===== src/rtl/i2s_mode_sequencer.sv =====
// i2s_mode_sequencer
//   Sequences a mode change on the I2S txrx block. A request is accepted only in IDLE.
//   Before the new config takes effect, the sequencer:
//     1. forces every enable low,
//     2. waits for both FIFOs to drain (bounded by a timeout),
//     3. holds a quiet gap of QUIET_CYC cycles,
//     4. applies the decoded config.
//   Requests that decode to the current config are no-ops.
//   Illegal slave modes are rejected with a one-cycle error pulse.
//
// Parameters
//   QUIET_CYC      cycles all enables stay low before the new config is applied (>= 1)
//   DRAIN_TIMEOUT  maximum cycles spent waiting for the FIFOs to drain (>= 2)
//
// Ports
//   clk_i, rst_i             clock; synchronous active-high reset
//   req_valid_i/req_ready_o  request handshake (ready only in IDLE)
//   req_slave_en_i           requested slave enable
//   req_slave_mode_i         0 = I2S, 1 = DSP, 2 = PDM, 3 = illegal
//   req_master_en_i          requested master enable
//   req_master_dsp_i         requested master DSP mode
//   rx/tx_fifo_empty_i       FIFO empty flags from the txrx block
//   cfg_*_o                  registered enables driven to the txrx block
//   busy_o                   high whenever a reconfiguration is in progress
//   err_mode_o               one-cycle pulse: illegal slave mode rejected
//   err_timeout_o            one-cycle pulse: FIFO drain timed out
module i2s_mode_sequencer #(
  parameter int unsigned QUIET_CYC     = 16,
  parameter int unsigned DRAIN_TIMEOUT = 1024
) (
  input  logic       clk_i,
  input  logic       rst_i,
  input  logic       req_valid_i,
  output logic       req_ready_o,
  input  logic       req_slave_en_i,
  input  logic [1:0] req_slave_mode_i,
  input  logic       req_master_en_i,
  input  logic       req_master_dsp_i,
  input  logic       rx_fifo_empty_i,
  input  logic       tx_fifo_empty_i,
  output logic       cfg_slave_en_o,
  output logic       cfg_slave_dsp_en_o,
  output logic       cfg_slave_pdm_en_o,
  output logic       cfg_master_en_o,
  output logic       cfg_master_dsp_en_o,
  output logic       busy_o,
  output logic       err_mode_o,
  output logic       err_timeout_o
);

  localparam int unsigned DrainW = (DRAIN_TIMEOUT > 1) ? $clog2(DRAIN_TIMEOUT) : 1;
  localparam int unsigned QuietW = (QUIET_CYC > 1) ? $clog2(QUIET_CYC) : 1;
  localparam logic [DrainW-1:0] DrainLast = DrainW'(DRAIN_TIMEOUT - 1);
  localparam logic [QuietW-1:0] QuietLast = QuietW'(QUIET_CYC - 1);

  typedef enum logic [1:0] {StIdle, StDrain, StQuiet, StApply} state_e;

  state_e            state_q;
  logic [DrainW-1:0] drain_cnt_q;
  logic [QuietW-1:0] quiet_cnt_q;

  // Shadow copy of the accepted request.
  logic       sh_slave_en_q;
  logic [1:0] sh_mode_q;
  logic       sh_master_en_q;
  logic       sh_master_dsp_q;

  // Bit order: {slave_en, slave_dsp_en, slave_pdm_en, master_en, master_dsp_en}.
  logic [4:0] cfg_q;
  logic       err_mode_q;
  logic       err_timeout_q;

  logic [4:0] req_cfg;
  logic [4:0] sh_cfg;
  logic       req_mode_bad;
  logic       fifos_empty;

  // The one-hot mode compare keeps DSP and PDM mutually exclusive.
  // Master DSP is gated by master_en.
  always_comb begin
    req_cfg = {req_slave_en_i,
               req_slave_en_i & (req_slave_mode_i == 2'd1),
               req_slave_en_i & (req_slave_mode_i == 2'd2),
               req_master_en_i,
               req_master_en_i & req_master_dsp_i};
    sh_cfg  = {sh_slave_en_q,
               sh_slave_en_q & (sh_mode_q == 2'd1),
               sh_slave_en_q & (sh_mode_q == 2'd2),
               sh_master_en_q,
               sh_master_en_q & sh_master_dsp_q};
  end

  assign req_mode_bad = req_slave_en_i & (req_slave_mode_i == 2'd3);
  assign fifos_empty  = rx_fifo_empty_i & tx_fifo_empty_i;

  always_ff @(posedge clk_i) begin
    if (rst_i) begin
      state_q         <= StIdle;
      drain_cnt_q     <= '0;
      quiet_cnt_q     <= '0;
      sh_slave_en_q   <= 1'b0;
      sh_mode_q       <= 2'd0;
      sh_master_en_q  <= 1'b0;
      sh_master_dsp_q <= 1'b0;
      cfg_q           <= '0;
      err_mode_q      <= 1'b0;
      err_timeout_q   <= 1'b0;
    end else begin
      err_mode_q    <= 1'b0;
      err_timeout_q <= 1'b0;
      unique case (state_q)
        StIdle: begin
          if (req_valid_i) begin
            sh_slave_en_q   <= req_slave_en_i;
            sh_mode_q       <= req_slave_mode_i;
            sh_master_en_q  <= req_master_en_i;
            sh_master_dsp_q <= req_master_dsp_i;
            if (req_mode_bad) begin
              err_mode_q <= 1'b1;
            end else if (req_cfg != cfg_q) begin
              // Enables drop immediately so the txrx block stops before the drain.
              cfg_q       <= '0;
              drain_cnt_q <= '0;
              state_q     <= StDrain;
            end
          end
        end
        StDrain: begin
          // An empty sample wins over a coincident timeout.
          if (fifos_empty) begin
            quiet_cnt_q <= '0;
            state_q     <= StQuiet;
          end else if (drain_cnt_q == DrainLast) begin
            err_timeout_q <= 1'b1;
            quiet_cnt_q   <= '0;
            state_q       <= StQuiet;
          end else begin
            drain_cnt_q <= drain_cnt_q + 1'b1;
          end
        end
        StQuiet: begin
          if (quiet_cnt_q == QuietLast) begin
            state_q <= StApply;
          end else begin
            quiet_cnt_q <= quiet_cnt_q + 1'b1;
          end
        end
        StApply: begin
          cfg_q   <= sh_cfg;
          state_q <= StIdle;
        end
        default: state_q <= StIdle;
      endcase
    end
  end

  assign req_ready_o         = (state_q == StIdle);
  assign busy_o              = (state_q != StIdle);
  assign cfg_slave_en_o      = cfg_q[4];
  assign cfg_slave_dsp_en_o  = cfg_q[3];
  assign cfg_slave_pdm_en_o  = cfg_q[2];
  assign cfg_master_en_o     = cfg_q[1];
  assign cfg_master_dsp_en_o = cfg_q[0];
  assign err_mode_o          = err_mode_q;
  assign err_timeout_o       = err_timeout_q;

endmodule


===== config.mk =====
export PLATFORM = sky130hd
export DESIGN_NAME = i2s_mode_sequencer
export DESIGN_NICKNAME = d
export VERILOG_FILES = /design/src/rtl/i2s_mode_sequencer.sv
export SDC_FILE = /design/constraint.sdc
export NUM_CORES = 1
export LEC_CHECK = 0
export BUFFER_PORTS_ARGS = -buffer_cell sky130_fd_sc_hd__buf_2
export CAP_MARGIN = 30
export CORE_MARGIN = 4
export CORE_UTILIZATION = 51
export CTS_BUF_LIST = sky130_fd_sc_hd__clkbuf_4
export DETAILED_ROUTE_END_ITERATION = 8
export PLACE_DENSITY = 0.71
export SETUP_SLACK_MARGIN = 0.1
export SKIP_LAST_GASP = 1
export SLEW_MARGIN = 20
export SYNTH_ARGS = -nofsm -noshare
export SYNTH_HDL_FRONTEND = slang
export SYNTH_SLANG_ARGS = --single-unit

===== constraint.sdc =====
create_clock -name clk_i -period 5.5 [get_ports clk_i]
set_input_delay 0.55 -clock clk_i [delete_from_list [all_inputs] [get_ports clk_i]]
set_output_delay 0.55 -clock clk_i [all_outputs]
set_load 0.05 [all_outputs]

==> key figures, run 1 <==
Route
  – Antenna-violating nets left: 0
  – DRC: 0
  – DR WL/cell: roughly 16 um
  – Routed WL: 3570 um
  – Vias post-DR: 1468
  – DRT Pass-1 Iters: 4
  – Detailed Route Iter0 Violations: 104
  – Vias per Instance: 6.41

Placed design
  – Inst Count DP: 225
  – Placer Congestion: 0.809
  – PortBufs: 18
  – Dpl ws: a little over 3 ns
  – DP Area: 1620 sq um
  – Dpl hpwl: 2610 um

GRT
  – First-pass GRT wire length: 5830 um
  – Largest net degree at the start of global routing: 23
  – Number of global-route vias before repair: 1315
  – Initial antenna violation count: 0
  – Total congestion overflow: 0
  – Overall routing resource usage: 17.6%

Finish
  – Fin area: about 1700 sq um
  – Share of cells above drive strength 1: between 10% and 20%
  – Most common cell after layout, fill and taps aside: dfxtp_1
  – Nets: 216
  – Antenna cells: 0
  – Area grow syn2layout: 4.93%
  – Commonest non-fill, non-tap cells in the layout: dfxtp_1 (28), nand2_1 (22), buf_2 (18), nand3_1 (13), inv_1 (12)
  – Non-filler cells, final: between 200 and 250

Power and ir drop
  – Sw Share: a little under half
  – Comb power frac: between 50 and 60%
  – Internal: 0.350 mW
  – Net Sw Power: 0.317 mW
  – Total power: 0.667 mW
  – Sequential share of power: a little over a third
  – Clk pwr share: 12.3%
  – Worst vdd ir: 0.309 mV
  – Cell Pwr Density: 404 nW/um^2
  – Leakage: 0.601 nW

Outcome
  – Outcome: finished, final reports clean

Synthesis
  – Mapped cell area: around 1600 sq um
  – Post-synth EDFFs: 0
  – Syn_area_per_cell: 8.55 sq um
  – Register area share after synthesis: 35.6%
  – Post-synth net total: 200
  – Synth cell types: 46
  – Synth Flop Type: dfxtp_1
  – Cells after Synth: 184
  – Warnings from Yosys: 0
  – Yosys reg bits: 28
  – Ys async rst share: 0%

Die
  – Initial Util: between 50% and 60%
  – Core area: 2850 sq um
  – Die X: approximately 64 um
  – Rows: 19
  – Die Y: 63.6 um
  – DIE AREA: 4040 sq um
  – I/O pin cnt: 19

Setup path
  – Req. time, crit path: 5.71 ns
  – Startpoint Class: flip-flop
  – CP max FO: 14
  – Crit. End Element: flip-flop
  – Critical path type: flip-flop to flip-flop
  – Critical Path AT: 2.70 ns

Timing
  – Slew Limit Fails: 0
  – Setup TNS: 0 ns
  – Maximum clock rate: 0.400 GHz
  – Slew headroom: roughly two thirds
  – Clock Skew: 0.00875 ns
  – Worst-Margin Slew: approximately 0.47 ns
  – Fin crit period: 2.50 ns
  – Tcrit/Tclk final: 45.4%
  – Final hold vios: 0
  – RSZ-0062 raised after global routing: false
  – Setup WS post-layout: 3.00 ns
  – # setup viols final: 0

CTS
  – CTS max path bufs: 2
  – Post-CTS Setup Inserts: 0
  – CTS root buf: clkbuf_4
  – Worst-Skew Late Latency: 0.33 ns
  – Num Clock Sinks: 28
  – Htree depth: 1
  – CTS clock-pin slew for the worst setup and hold paths: 0.14 ns
  – PostCTS Resize Cnt: 0
  – CTS tree: built
  – Hold Buf Count CTS: 0
  – CTS Buf Count: 3

Worst hold path
  – Type of the most critical hold path: flip-flop to flip-flop

Run
  – Max-cap violations: 0
==> routing by layer <==
layer	track usage, %	wire length [um]	vias up
li1	-	-	720
met1	21.5	1530	692
met2	30.1	1750	54
met3	4.80	264	2
met4	5.12	20	0
met5	0	0	-
==> flip-flops by register name (all words and copies together), names as in the netlist <==
name / count
drain_cnt_q: 10
cfg_q: 5
quiet_cnt_q: 4
sh_mode_q: 2
state_q: 2
err_mode_o: 1
err_timeout_o: 1
sh_master_dsp_q: 1
sh_master_en_q: 1
sh_slave_en_q: 1
==> final timing paths <==
check                startpoint              to  slack (ns)  cells past startpoint
setup reg to reg     state_q[1]  drain_cnt_q[6]        3.00                      7
setup / recovery     state_q[1]  drain_cnt_q[6]        3.00                      7
hold reg to reg   sh_slave_en_q   sh_slave_en_q        0.47                      2
hold / removal    sh_slave_en_q   sh_slave_en_q        0.47                      2
==> synth_stat cells (2+ instances only) <==
library cell / n / area share (%)
nand4_1: 6 / 2.4
nor2b_1: 3 / 1.2
or3_1: 2 / 0.79
o32ai_1: 8 / 4.5
buf_6: 2 / 1.4
nor3_1: 5 / 1.6
clkbuf_8: 2 / 1.7
a211oi_1: 2 / 0.95
nor4_1: 2 / 0.79
xnor2_1: 5 / 2.8
o311ai_0: 4 / 2.2
o41ai_1: 4 / 2.2
dfxtp_1: 28 / 36
nand3_1: 13 / 4.1
o21ai_0: 6 / 1.9
a2111oi_0: 4 / 2.2
inv_1: 12 / 2.9
nor2_1: 8 / 1.9
ha_1: 6 / 4.8
o211ai_1: 2 / 0.95
nand2_1: 22 / 5.2
nand2b_1: 4 / 1.6
clkbuf_1: 3 / 0.72
a21oi_1: 9 / 2.9
==> cell type report <==
| cell class | count | area (sq um) |
|---|---|---|
| inverters | 12 | 45.0 |
| clock buffers | 3 | 22.5 |
| flip-flops and latches | 28 | 561 |
| multi-input cells | 135 | 880 |
| repair buffers | 20 | 105 |
| fillers | 278 | 1200 |
| well taps | 31 | 38.8 |
==> power groups by stage <==
stage	Combinational [mW]	Sequential [mW]	Clock, mW
after floorplan	0.290	0.236	0
after global placement	0.331	0.236	0
after detailed placement	0.343	0.238	0
after CTS	0.344	0.233	0.0841
after global routing	0.389	0.236	0.0945
final	0.351	0.233	0.0822
==> cell families (layout without fill, tap and decap cells) <==
logic type	count (synthesis)	in the layout	share of synthesized area, %
and+or+nand+nor	75	75	25.1
buffers and inverters	21	35	8.51
AOI/OAI and AO/OA	48	48	22.6
DFF	28	28	35.6
adders and majority gates	6	6	4.77
muxes	1	1	0.636
xor gates and xnor gates	5	5	2.78
==> worst max-delay path, stage by stage, from the launching register on <==
cell and delay [ns]:
dfxtp_1 0.36, inv_1 0.08, ha_1 0.41, a21boi_2 0.29
o31a_1 0.40, nor2_2 0.16, a2111oi_0 0.49, o32ai_1 0.17
==> through the flow <==
| step | util (%) | hold WS (ns) |
|---|---|---|
| 6_report | 57.9 | 0.472 |
| 5_1_grt | 57.9 | 0.468 |
| 4_1_cts | 57.6 | 0.467 |
| 3_5_place_dp | 56.8 | 0.456 |
| 3_3_place_gp | 56.8 | 0.454 |
| 2_1_floorplan | - | 0.434 |
Power figures use the tool's default switching activity.
==> run 2, diff against run 1 <==
--- a/config.mk
+++ b/config.mk
@@ -11,7 +11,7 @@
 export CORE_UTILIZATION = 51
 export CTS_BUF_LIST = sky130_fd_sc_hd__clkbuf_4
 export DETAILED_ROUTE_END_ITERATION = 8
-export PLACE_DENSITY = 0.71
+export PLACE_DENSITY = 0.74
 export SETUP_SLACK_MARGIN = 0.1
 export SKIP_LAST_GASP = 1
 export SLEW_MARGIN = 20
==> constraint.sdc (replaced) <==
create_clock -name clk_i -period 2.14 [get_ports clk_i]
set_input_delay 0.214 -clock clk_i [delete_from_list [all_inputs] [get_ports clk_i]]
set_output_delay 0.214 -clock clk_i [all_outputs]
set_load 0.05 [all_outputs]
==> run 2 against run 1 <==
Effect of this change: critical path depth grew 2; core utilization is 4.9 points higher; via count fell by 0.89%; sequential power rose to 2.6 times the previous value; combinational power grew to 3.2 times the previous value; final area rose by 8.5%; sequential cell count did not move; routed wire length rose by 0.48%; clock skew is 0.0057 ns lower; final cell count is 3.1% higher; sequential share of layout area down 2.5 points; global-route usage is 0.64 points higher; critical path type unchanged; largest power group unchanged.
==> key figures, run 2 (synthesis gave the netlist of run 1 again) <==
Setup path
  – Critical path type: flip-flop to flip-flop
  – R2r setup slk: 0.17 ns
  – Req. time, crit path: 2.35 ns
  – Critical Path AT: 2.18 ns
  – Startpoint Class: flip-flop
  – Reg2reg path depth: 9
  – CP max FO: 10
  – Worst r2r src: state_q[1]
  – Crit. End Element: flip-flop
  – Worst r2r dst: drain_cnt_q[6]

Finish
  – Antenna cells: 0
  – Share of cells above drive strength 1: 21.5%
  – Reg with most FFs: drain_cnt_q
  – Area grow syn2layout: 13.8%
  – Commonest non-fill, non-tap cells in the layout: dfxtp_1 (26), nand2_1 (22), buf_2 (18), nand3_1 (13), inv_1 (10)
  – Most common cell after layout, fill and taps aside: dfxtp_1
  – Fin area: 1790 sq um
  – Largest register FFs: 10
  – Nets: 222
  – Largest registers: drain_cnt_q: 10 flops, cfg_q: 5 flops, quiet_cnt_q: 4 flops
  – Fin util: 62.8%

Die
  – Rows: 19
  – Core area: 2850 sq um
  – Die Y: roughly 64 um
  – Initial Util: 55.2%
  – I/O pin cnt: 19
  – Die X: 63.6 um
  – DIE AREA: 4040 sq um

Timing
  – # setup viols final: 0
  – Slew Limit Fails: 0
  – Tcrit/Tclk final: 92.1%
  – Clock Skew: 0.00301 ns
  – Worst-Margin Slew: 0.442 ns
  – Fin crit period: 1.97 ns
  – Maximum clock rate: 0.507 GHz
  – Fin Hold WS: about 0.15 ns
  – Slew headroom: a little over two thirds
  – Final hold vios: 0
  – Setup TNS: 0 ns
  – Setup WS post-layout: ~0.17 ns
  – RSZ-0062 raised after global routing: true

Route
  – Vias per Instance: 6.17
  – Antenna-violating nets left: 0
  – Vias post-DR: 1455
  – Routed WL: 3580 um
  – DRC: 0
  – Detailed Route Iter0 Violations: 100
  – DR WL/cell: 15.2 um
  – DRT Pass-1 Iters: 4

GRT
  – Initial antenna violation count: 0
  – Number of global-route vias before repair: 1334
  – Total congestion overflow: 0
  – Overall routing resource usage: 18.3%
  – First-pass GRT wire length: 6110 um
  – Largest net degree at the start of global routing: 23

Placed design
  – DP Area: 1660 sq um
  – PortBufs: 18
  – Placer Congestion: around 0.86
  – Dpl ws: 0.0484 ns
  – Dpl hpwl: roughly 2600 um

Worst hold path
  – Worst hold stages: 3
  – WHS Endpoint: sh_master_dsp_q
  – Type of the most critical hold path: input port to flip-flop
  – Hold Crit Start: req_master_dsp_i

CTS
  – Hold Buf Count CTS: 0
  – CTS clock-pin slew for the worst setup and hold paths: 0.14 ns
  – Worst-Skew Late Latency: 0.32 ns
  – CTS root buf: clkbuf_4
  – CTS max path bufs: 2
  – Htree depth: 1
  – Num Clock Sinks: 28
  – CTS Buf Count: 3
  – CTS tree: built

Run
  – Max-cap violations: 0

Power and ir drop
  – Worst vdd ir: between 0.6 and 0.7 mV
  – Leakage: 0.648 nW
  – Cell Pwr Density: 1160 nW/um^2

Outcome
  – Outcome: finished, final reports clean
[run 2: stage by stage]
step           cells  total power [mW]
2_1_floorplan    184              1.41
3_3_place_gp     228              1.54
3_5_place_dp     228              1.58
4_1_cts          233              1.93
5_1_grt          236              2.23
6_report         236              2.07
[run 2: area by class of cell]
type	instances	area, sq um
Tap cell	31	38.8
Inverter	12	51.3
Sequential cell	28	563
Clock buffer	3	22.5
Clock inverter	1	30.0
Timing Repair Buffer	26	150
Fill cell	255	1060
Multi-Input combinational cell	135	936
[run 2: report_power, final]
| part | switching, mW | total (mW) | internal (mW) | leakage [nW] |
|---|---|---|---|---|
| logic | 0.710 | 1.12 | 0.414 | 0.392 |
| clock network | 0.147 | 0.336 | 0.189 | 0.0279 |
| registers | 0.0431 | 0.612 | 0.569 | 0.227 |
| total | 0.900 | 2.07 | 1.17 | 0.648 |
[run 2: what timing repair did]
action | 4_1_cts | 5_1_grt
endpoints found under the hold margin | 0 | 0
resized for setup | 0 | 13
pin swaps | 0 | 6
setup buffers | 1 | 3
setup endpoints to repair | 4 | 12
[run 2: worst max path at each step]
stage	start	end	cells past startpoint
2_1_floorplan	state_q[0]	drain_cnt_q[8]	8
3_3_place_gp	state_q[1]	drain_cnt_q[9]	7
3_5_place_dp	state_q[1]	drain_cnt_q[9]	7
4_1_cts	state_q[1]	drain_cnt_q[9]	7
5_1_grt	state_q[1]	drain_cnt_q[6]	9
6_report	state_q[1]	drain_cnt_q[6]	9
[run 2: routing by layer]
metal / GRT usage [%] / up-vias / part of all wire [%]
met1: 26.9 / 683 / 50
met4: 2.96 / 0 / 0.75
met5: 0 / - / 0
met2: 27.2 / 30 / 45
met3: 4.44 / 4 / 4.1
li1: - / 738 / -
[run 2: critical path: stages, from the launching register on]
cell       delay, ns
dfxtp_2         0.37
inv_4           0.08
ha_4            0.13
a21boi_4        0.19
o31a_1          0.27
buf_4           0.17
nor2_4          0.06
buf_4           0.14
a2111oi_2       0.32
o32ai_1         0.14
